--- config.mk ---
export PLATFORM = sky130hd
export DESIGN_NAME = apb4_master_bridge
export DESIGN_NICKNAME = d
export VERILOG_FILES = /design/src/rtl/apb4_master_bridge.sv
export SDC_FILE = /design/constraint.sdc
export NUM_CORES = 1
export LEC_CHECK = 0
export CAP_MARGIN = 20
export CORE_MARGIN = 2
export CORE_UTILIZATION = 25
export DETAILED_ROUTE_END_ITERATION = 7
export DONT_BUFFER_PORTS = 1
export GPL_ROUTABILITY_DRIVEN = 0
export HOLD_SLACK_MARGIN = 0.03
export PLACE_DENSITY = 0.42
export SYNTH_ARGS = -nofsm -noshare
export SYNTH_HDL_FRONTEND = slang
export SYNTH_SLANG_ARGS = --single-unit
--- constraint.sdc ---
create_clock -name PCLK -period 4.1 [get_ports PCLK]
set_input_delay 1.23 -clock PCLK [delete_from_list [all_inputs] [get_ports PCLK]]
set_output_delay 1.23 -clock PCLK [all_outputs]
set_load 0.02 [all_outputs]
--- src/rtl/apb4_master_bridge.sv ---
// apb4_master_bridge: turns single cmd/rsp handshakes into APB4 transfers.
// Ports: PCLK/PRESETn; cmd_* request in; rsp_* response out; APB4 P* bus.
//   cmd_valid/ready  accept one command while idle
//   rsp_valid/ready  hold rdata/err/timeout until consumed
//   PSELx..PPROT     APB4 request, PRDATA/PREADY/PSLVERR completion
module apb4_master_bridge #(
    parameter int unsigned ADDR_W  = 32,
    parameter int unsigned DATA_W  = 32,
    parameter int unsigned TIMEOUT = 16
) (
    input  logic                PCLK,
    input  logic                PRESETn,
    input  logic                cmd_valid,
    output logic                cmd_ready,
    input  logic                cmd_write,
    input  logic [ADDR_W-1:0]   cmd_addr,
    input  logic [DATA_W-1:0]   cmd_wdata,
    input  logic [DATA_W/8-1:0] cmd_strb,
    input  logic [2:0]          cmd_prot,
    output logic                rsp_valid,
    input  logic                rsp_ready,
    output logic [DATA_W-1:0]   rsp_rdata,
    output logic                rsp_err,
    output logic                rsp_timeout,
    output logic                PSELx,
    output logic                PENABLE,
    output logic                PWRITE,
    output logic [ADDR_W-1:0]   PADDR,
    output logic [DATA_W-1:0]   PWDATA,
    output logic [DATA_W/8-1:0] PSTRB,
    output logic [2:0]          PPROT,
    input  logic [DATA_W-1:0]   PRDATA,
    input  logic                PREADY,
    input  logic                PSLVERR
);

    localparam int unsigned STRB_W = DATA_W / 8;
    localparam int unsigned CNT_W  = (TIMEOUT > 0) ? $clog2(TIMEOUT + 1) : 1;

    typedef enum logic [1:0] {
        IDLE   = 2'd0,
        SETUP  = 2'd1,
        ACCESS = 2'd2,
        RESP   = 2'd3
    } state_e;

    state_e              state_q, state_d;
    logic                pwrite_q, pwrite_d;
    logic [ADDR_W-1:0]   paddr_q, paddr_d;
    logic [DATA_W-1:0]   pwdata_q, pwdata_d;
    logic [STRB_W-1:0]   pstrb_q, pstrb_d;
    logic [2:0]          pprot_q, pprot_d;
    logic [DATA_W-1:0]   rdata_q, rdata_d;
    logic                err_q, err_d;
    logic                tout_q, tout_d;
    logic [CNT_W-1:0]    cnt_q, cnt_d;
    logic                limit_hit;

    // cnt_q holds the PREADY-low ACCESS cycles already seen, so the
    // current low cycle is the TIMEOUT-th one when cnt_q == TIMEOUT-1.
    generate
        if (TIMEOUT > 0) begin : g_tout
            assign limit_hit = (cnt_q == CNT_W'(TIMEOUT - 1));
        end else begin : g_no_tout
            assign limit_hit = 1'b0;
        end
    endgenerate

    always_comb begin
        state_d  = state_q;
        pwrite_d = pwrite_q;
        paddr_d  = paddr_q;
        pwdata_d = pwdata_q;
        pstrb_d  = pstrb_q;
        pprot_d  = pprot_q;
        rdata_d  = rdata_q;
        err_d    = err_q;
        tout_d   = tout_q;
        cnt_d    = cnt_q;
        unique case (state_q)
            IDLE: begin
                if (cmd_valid) begin
                    pwrite_d = cmd_write;
                    paddr_d  = cmd_addr;
                    pwdata_d = cmd_wdata;
                    // reads never carry byte strobes on APB4
                    pstrb_d  = cmd_write ? cmd_strb : '0;
                    pprot_d  = cmd_prot;
                    cnt_d    = '0;
                    state_d  = SETUP;
                end
            end
            SETUP: begin
                state_d = ACCESS;
            end
            ACCESS: begin
                // completion wins over a timeout landing in the same cycle
                if (PREADY) begin
                    rdata_d = pwrite_q ? '0 : PRDATA;
                    err_d   = PSLVERR;
                    tout_d  = 1'b0;
                    state_d = RESP;
                end else if (limit_hit) begin
                    rdata_d = '0;
                    err_d   = 1'b1;
                    tout_d  = 1'b1;
                    state_d = RESP;
                end else begin
                    cnt_d = cnt_q + CNT_W'(1);
                end
            end
            RESP: begin
                if (rsp_ready) begin
                    state_d = IDLE;
                end
            end
            default: begin
                state_d = IDLE;
            end
        endcase
    end

    always_ff @(posedge PCLK) begin
        if (!PRESETn) begin
            state_q  <= IDLE;
            pwrite_q <= 1'b0;
            paddr_q  <= '0;
            pwdata_q <= '0;
            pstrb_q  <= '0;
            pprot_q  <= '0;
            rdata_q  <= '0;
            err_q    <= 1'b0;
            tout_q   <= 1'b0;
            cnt_q    <= '0;
        end else begin
            state_q  <= state_d;
            pwrite_q <= pwrite_d;
            paddr_q  <= paddr_d;
            pwdata_q <= pwdata_d;
            pstrb_q  <= pstrb_d;
            pprot_q  <= pprot_d;
            rdata_q  <= rdata_d;
            err_q    <= err_d;
            tout_q   <= tout_d;
            cnt_q    <= cnt_d;
        end
    end

    assign cmd_ready   = (state_q == IDLE);
    assign rsp_valid   = (state_q == RESP);
    assign PSELx       = (state_q == SETUP) || (state_q == ACCESS);
    assign PENABLE     = (state_q == ACCESS);
    assign PWRITE      = pwrite_q;
    assign PADDR       = paddr_q;
    assign PWDATA      = pwdata_q;
    assign PSTRB       = pstrb_q;
    assign PPROT       = pprot_q;
    assign rsp_rdata   = rdata_q;
    assign rsp_err     = err_q;
    assign rsp_timeout = tout_q;

endmodule

==> flow_summary.ini, run 1 <==
[run_status]
status = completed

[clocking]
post_cts_buffers = 0
cts_max_level = 4
cts_tree = yes
worstSkewPairLatency_ns = 0.41
clock_tree.root_cell = clkbuf_16
hold_buffers = 0
cts_buffer_depth = 2
ctsResizeCount = 0
numCtsBuffers = 17
path_clk_slew_ns = 0.05
cts.sinks = 113

[timing]
finalSetupViolCount = 0
fin_crit_ns = 2.52
maxSlewHeadroom_pct = 29.6
rsz0062_at_grt = no
drv_slew = 0
timing.hold.ws_ns = 0.479
timing.fmax_mhz = 397
finClkSkew_ns = 0.00583
tns_ns = 0
tightest_slew_ns = 1.06
period_share_pct = 61.4
final-hold-violation-count = 0

[power]
powerDensity_mw_per_mm2 = 783
vdd_drop_max_uv = 279
p_int_mw = 2.50
p_leak_nw = 1.73
seq_power_share_pct = 42.1
p_sw_share_pct = 34.4
power_mw = 3.82
power.share.clock_pct = 40.0
p_switching_mw = 1.32
power_frac_comb_pct = 17.8

[logic_synthesis]
yosys_warnings = 0
syn_inst = 493
synth_seq_cells = 113
syn_avg_cell_area_sq_um = 8.26
synth_cell_types = 31
seq_area_frac_synth_pct = 55.6
syn_nets = 608
synth_area_sq_mm = 0.00407

[cells_and_area]
antenna_cells = 0
final_common_cell = nand2_1
synthToLayoutAreaGrowth_pct = 19.9
nets = 597
layout_common_cells = nand2_1 (157), dfxtp_1 (113), a21oi_1 (92)
fillers = 1717
drive_above_1_share_pct = 8.48

[drt]
drtPass1Iterations = 4
avgViaCountPerCell = 4.75
wire_per_inst_um = 16.1
drt_iter0_markers = 152
vias = 3376
drc = 0
routed_wl_um = 11400
final_antenna_net_count = 0

[grt]
grt_pass1_vias = 3300
grt_first_pass_wirelength_um = 18100
grt_overflow = 0
antenna_found_initial = 0
track_usage_pct = 13.3
grt_max_degree = 67

[place]
dpl.hpwl_um = 8000
port_buffers = 0

[worst_hold_path]
hold_class = reg -> reg

[run]
drv_cap = 0

[floorplanning]
die_y_um = 132
num_rows = 46
dieArea_sq_mm = 0.0173
initial_core_util_pct = 25.6
boundaryPins = 220
die_w_um = 132
core-area_sq_mm = 0.0159

[setup_path]
arrival_ns = 1.29
worstPathMaxFanout = 3
cpPeakStageDelay_ns = 0.45
worstPathRequired_ns = 2.87
critPathCaptureType = output port
path_class = reg -> out
start_kind = register
worstPathCellList = inv_1 > ha_1
slowest_stage = ha_1
[metrics by stage]
step / util (%) / instances / setup slack [ns] / instance area (sq um)
after floorplan: - / 493 / 2.00 / 4070
after global placement: 26.8 / 679 / 1.51 / 4260
after detailed placement: 26.8 / 679 / 1.51 / 4260
after CTS: 30.7 / 711 / 1.54 / 4880
after global routing: 30.7 / 711 / 1.52 / 4880
final: 30.7 / 711 / 1.58 / 4880
[cells in the mapped netlist, drive strengths merged]
cell | count | area share (%)
a21oi | 92 | 11
a31o | 1 | 0.22
a31oi | 1 | 0.15
a32oi | 18 | 3.9
and2 | 1 | 0.15
and2b | 1 | 0.18
and3 | 1 | 0.15
buf | 14 | 1.6
clkbuf | 23 | 2.1
dfxtp | 113 | 56
ha | 5 | 1.5
inv | 4 | 0.37
mux2i | 2 | 0.49
nand2 | 158 | 15
nand2b | 2 | 0.31
nand3 | 20 | 2.5
nand3b | 2 | 0.37
nand4 | 2 | 0.31
nand4b | 2 | 0.43
nor2 | 19 | 1.8
nor3 | 1 | 0.12
nor3b | 2 | 0.37
o21a | 1 | 0.18
o21ai | 4 | 0.49
o221a | 1 | 0.28
o31ai | 1 | 0.18
or3b | 1 | 0.22
or4 | 1 | 0.18
[critical path: cells and delay by family, from the launching register on]
family,cells,cell delay (ns)
fa+ha+maj,1,0.45
flops,1,0.36
buf+inv,1,0.07
[layer usage]
layer | share of wire [%] | track usage (%)
met1 | 39 | 14.0
met2 | 47 | 21.1
met3 | 11 | 8.06
met4 | 2.5 | 6.04
met5 | 0 | 0
[power by group through the flow]
stage	Clock, mW	Combinational, mW	Sequential, mW
floorplan	0	0.547	1.59
global placement	0	0.676	1.63
detailed placement	0	0.697	1.64
CTS	1.57	0.695	1.61
global route	1.63	0.775	1.63
finish	1.53	0.681	1.61
[layout make-up]
cell class	instances	area (sq um)	share of cell area, %
repair buffers	7	65.1	1.33
multi-input cells	339	1650	33.8
inverters	4	16.3	0.333
clock inverters	9	129	2.64
clock buffers	23	488	10.0
well taps	216	270	5.54
flip-flops and latches	113	2260	46.4
[state kept, by name (all words and copies together) (netlist names), 2 cells and up]
name	count
cnt_q	5
PADDR	32
PSTRB	4
state_q	2
rsp_rdata	32
PPROT	3
PWDATA	32
[worst paths after layout]
check | endpoint | startpoint | slack [ns] | cells after the start
setup / recovery | PSELx | state_q[1] | 1.58 | 2
hold / removal | cnt_q[3] | cnt_q[3] | 0.48 | 2
hold reg to reg | cnt_q[3] | cnt_q[3] | 0.48 | 2
setup reg to reg | cnt_q[1] | cnt_q[0] | 1.78 | 7
[cells by family after synthesis]
group / count (synthesis) / share of synthesized area (%)
compound gates: 119 / 16.7
fa+ha+maj: 5 / 1.54
buf+inv: 41 / 4.12
flops: 113 / 55.6
mux: 2 / 0.492
simple gates: 213 / 21.6
Power figures use the tool's default switching activity.
==> inputs of run 2 (changes only) <==
Clock period 4.1 ns to 2.32 ns, I/O delays scaled along.
==> run 2 against run 1 <==
  * Combinational power increased by 92%
  * Hold slack got worse by 0.069 ns
  * Wire length increased by 0.31%
  * Utilization increased by 0.46 points
  * Design area increased by 1.5%
  * Critical path type unchanged
==> flow_summary.ini, run 2 (synthesis results as in run 1) <==
[drt]
final_antenna_net_count = 0
drt_iter0_markers = 208
vias = 3457
wl_met1_um = 4520
avgViaCountPerCell = 4.80
highest_layer = met4
routed_wl_um = 11500
drtPass1Iterations = 7
met2_length_um = 5580
wl_met3_um = 1200
wire_per_inst_um = 15.9
drc = 0

[cells_and_area]
synthToLayoutAreaGrowth_pct = 21.6
layout_common_cells = nand2_1 (157), dfxtp_1 (113), a21oi_1 (92)
drive_above_1_share_pct = 10.1
ff_latch_area_sq_mm = 0.00226
multi_input_area_sq_mm = 0.00165
final_common_cell = nand2_1
fillers = 1726
nets = 605

[power]
p_leak_nw = 1.77
power_frac_comb_pct = 19.4
p_sw_share_pct = 34.5
vdd_drop_max_uv = 466
p_switching_mw = 2.34
power.share.clock_pct = 38.6
seq_power_share_pct = 42.0
p_int_mw = 4.43
powerDensity_mw_per_mm2 = 1370

[clocking]
cts_tree = yes
cts_buffer_depth = 2
hold_buffers = 0
cts_max_level = 4
path_clk_slew_ns = 0.05
cts.sinks = 113
numCtsBuffers = 17
worstSkewPairLatency_ns = 0.40
post_cts_buffers = 0
ctsResizeCount = 0
clock_tree.root_cell = clkbuf_16

[setup_path]
start_kind = register
arrival_ns = 1.46
critPathCaptureType = output port
worstPathCellList = inv_1 > ha_1 > buf_4
worstPathRequired_ns = 1.62
path_class = reg -> out
slowest_stage = ha_1
cpPeakStageDelay_ns = 0.42
worstPathMaxFanout = 9
reg2reg_slack_ns = 0.41

[timing]
period_share_pct = 93.1
fin_crit_ns = 2.16
tightest_slew_ns = 0.706
timing.hold.ws_ns = 0.410
finalSetupViolCount = 0
final-hold-violation-count = 0
drv_slew = 0
maxSlewHeadroom_pct = 53.0
tns_ns = 0
rsz0062_at_grt = no
timing.fmax_mhz = 463
finClkSkew_ns = 0.00714

[floorplanning]
initial_core_util_pct = 25.6
boundaryPins = 220
core-area_sq_mm = 0.0159
dieArea_sq_mm = 0.0173
die_y_um = 132
die_w_um = 132
num_rows = 46

[grt]
track_usage_pct = 13.2
grt_first_pass_wirelength_um = 18100
antenna_found_initial = 1
grt_pass1_vias = 3443
grt_max_degree = 69
grt_overflow = 0

[worst_hold_path]
hold_class = in -> reg

[run]
drv_cap = 0

[run_status]
status = completed

[place]
port_buffers = 0
dpl.hpwl_um = 8000
## run 2: cell count changes in the layout (fill, tap and decap cells not counted), sizes merged
| cell | delta |
|---|---|
| buf | +8 |
| bufinv | -1 |
| clkinv | +1 |
| diode | +1 |
## run 2: power groups by stage
| stage | sequential (mW) | combinational (mW) | clock [mW] |
|---|---|---|---|
| after floorplan | 2.80 | 0.966 | 0 |
| after global placement | 2.89 | 1.30 | 0 |
| after detailed placement | 2.89 | 1.34 | 0 |
| after CTS | 2.85 | 1.34 | 2.69 |
| after global routing | 2.88 | 1.49 | 2.80 |
| final | 2.84 | 1.31 | 2.61 |
## run 2: metal layers
metal,GRT usage [%],vias to the layer above
met1,13.9,1623
met4,5.74,0
met5,0,-
met3,7.21,13
met2,21.8,159
li1,-,1662
## run 2: worst max-delay path: cells and delay by family, from the launching register on
family                     cells  cell delay, ns
adders and majority gates      1            0.42
DFF                            1            0.32
buffers and inverters          2            0.32
## run 2: area by class of cell
type,count,area share [%]
sequential,113,45.7
clock buffer,23,10.1
multi-input combinational,339,33.3
tap,216,5.46
inverter,4,0.329
antenna,1,0.0505
clock inverter,9,2.10
timing repair buffer,15,3.03
## run 2: path summary, 6_finish.rpt
kind | startpoint | endpoint | depth (start not counted)
worst max-delay path | state_q[0] | PENABLE | 3
worst min register to register | cnt_q[3] | cnt_q[3] | 2
worst min-delay path | PRESETn | cnt_q[3] | 2
worst max register to register | cnt_q[0] | cnt_q[3] | 6
## run 2: metrics by stage
step | cells | utilization [%] | total power [mW] | setup WS (ns) | cell area (sq um)
6_report | 720 | 31.2 | 6.76 | 0.159 | 4950
5_1_grt | 720 | 31.2 | 7.17 | 0.0740 | 4950
4_1_cts | 719 | 31.2 | 6.88 | 0.140 | 4950
3_5_place_dp | 687 | 27.4 | 4.22 | 0.408 | 4350
3_3_place_gp | 687 | 27.4 | 4.19 | 0.428 | 4350
2_1_floorplan | 493 | - | 3.77 | 0.573 | 4070
==> inputs of run 3 (changes only) <==
Settings changed: PLACE_DENSITY 0.42 to 0.44, RECOVER_POWER from default to 100, SETUP_SLACK_MARGIN from default to 0.15.
Clock period 2.32 ns to 1.8 ns, I/O delays scaled along.
==> run 3 against run 2 <==
  * First-iteration DRC count up 0.96%
  * Count of clock-buffer cells in the layout is the same
  * Utilization up 1.3 points
  * Register-to-register slack got worse by 0.30 ns
  * Sequential share of layout area decreased by 1.7 points
  * Via count is 0.67% higher
  * Clock skew increased by 0.0034 ns
  * Combinational power up 47%
  * Flip-flop and latch count unchanged
  * Largest power group unchanged
==> flow_summary.ini, run 3 (synthesis results as in run 1) <==
[grt]
grt_pass1_vias = 3396
grt_first_pass_wirelength_um = 18100
grt_overflow = 0
grt_max_degree = 35
track_usage_pct = 13.3
antenna_found_initial = 0

[drt]
drtPass1Iterations = 5
routed_wl_um = 11700
final_antenna_net_count = 0
avgViaCountPerCell = 4.77
wire_per_inst_um = 16.0
drt_iter0_markers = 210
drc = 0
vias = 3480

[setup_path]
worstPathMaxFanout = 18
arrival_ns = 1.99
reg2reg_slack_ns = 0.11
r2r-end = rsp_err
reg2regPathDepth = 6
critPathCaptureType = register
path_class = reg -> reg
r2r_start = cnt_q[1]
start_kind = register
worstPathRequired_ns = 2.10

[floorplanning]
die_w_um = 132
num_rows = 46
dieArea_sq_mm = 0.0173
core-area_sq_mm = 0.0159
die_y_um = 132
boundaryPins = 220
initial_core_util_pct = 25.6

[cells_and_area]
fillers = 1669
layout_common_cells = nand2_1 (157), dfxtp_1 (110), a21oi_1 (91)
drive_above_1_share_pct = 13.6
synthToLayoutAreaGrowth_pct = 26.7
final_common_cell = nand2_1
nets = 615
post-route-util_pct = 32.5
post-route-cell-area_sq_mm = 0.00516
antenna_cells = 0

[worst_hold_path]
min_path_cells = 2
hold_start = PRESETn
hold_class = in -> reg
worstHoldEndpoint = cnt_q[3]

[place]
port_buffers = 0
placed_area_sq_mm = 0.00443
dpl.hpwl_um = 8110
pre_cts_slack_ns = 0.0641

[clocking]
clock_tree.root_cell = clkbuf_16
hold_buffers = 0
numCtsBuffers = 17
path_clk_slew_ns = 0.05
worstSkewPairLatency_ns = 0.41
cts_tree = yes
cts_buffer_depth = 2
cts.sinks = 113
cts_max_level = 4

[timing]
rsz0062_at_grt = yes
timing.fmax_mhz = 590
finalSetupViolCount = 0
tightest_slew_ns = 0.520
tns_ns = 0
fin_crit_ns = 1.69
final-hold-violation-count = 0
finClkSkew_ns = 0.0105
drv_slew = 0
maxSlewHeadroom_pct = 65.3
period_share_pct = 94.1
worst_slack_ns = 0.106

[power]
power.share.clock_pct = 38.1
p_leak_nw = 1.83
seq_power_share_pct = 40.8
power_mw = 9.06
p_sw_share_pct = 34.4
p_int_mw = 5.94
power_frac_comb_pct = 21.1
vdd_drop_max_uv = 674
p_switching_mw = 3.11
powerDensity_mw_per_mm2 = 1760

[run]
drv_cap = 0

[run_status]
status = completed
[run 3: cell types whose count changed in the layout (fill, tap and decap cells not counted), sizes merged]
cell      change
clkinvlp      +2
bufinv        +1
buf           +6
clkbuf        +4
diode         -1
clkinv        -3
[run 3: timing repair]
| action | 4_1_cts | 5_1_grt |
|---|---|---|
| gates resized for setup | 15 | 17 |
| setup endpoints to repair | 35 | 45 |
| pin swaps | 6 | 5 |
| setup buffers | 5 | 1 |
[run 3: critical path: stages, from the launching register on]
cell and delay [ns]:
dfxtp_1 0.34, ha_4 0.17, and3_4 0.18, ha_4 0.17
o21a_4 0.20, clkbuf_4 0.23, o221a_2 0.29
[run 3: power groups by stage]
stage | Clock (mW) | Combinational (mW) | Sequential [mW]
floorplan | 0 | 1.25 | 3.62
global placement | 0 | 1.72 | 3.72
detailed placement | 0 | 1.77 | 3.73
CTS | 3.54 | 1.90 | 3.70
global route | 3.66 | 2.15 | 3.74
finish | 3.45 | 1.92 | 3.70
[run 3: metrics by stage]
step	hold slack, ns	instances
3_5_place_dp	0.471	691
3_3_place_gp	0.460	691
6_report	0.245	729
5_1_grt	0.239	729
4_1_cts	0.213	728
2_1_floorplan	0.447	493
[run 3: worst max path at each step]
stage	start	end	slack [ns]	cells after the start
after global routing	cnt_q[1]	rsp_err	0.05	6
after floorplan	state_q[0]	state_q[1]	0.14	6
after global placement	cnt_q[0]	cnt_q[3]	0.1	6
final	cnt_q[1]	rsp_err	0.11	6
after detailed placement	cnt_q[0]	state_q[1]	0.06	6
after CTS	state_q[0]	PSELx	0.09	2
[run 3: metal layers]
layer	track usage, %	up-vias	routed length, um
li1	-	1678	-
met1	14.8	1636	4680
met2	20.8	149	5500
met3	6.56	17	1220
met4	7.55	0	269
met5	0	-	0
[run 3: final cells by class]
| cell class | instances | area (sq um) | area share [%] |
|---|---|---|---|
| Timing Repair Buffer | 25 | 264 | 5.12 |
| Multi-Input combinational cell | 339 | 1720 | 33.4 |
| Inverter | 4 | 21.3 | 0.412 |
| Clock inverter | 9 | 130 | 2.52 |
| Tap cell | 216 | 270 | 5.24 |
| Sequential cell | 113 | 2270 | 44.0 |
| Clock buffer | 23 | 478 | 9.27 |
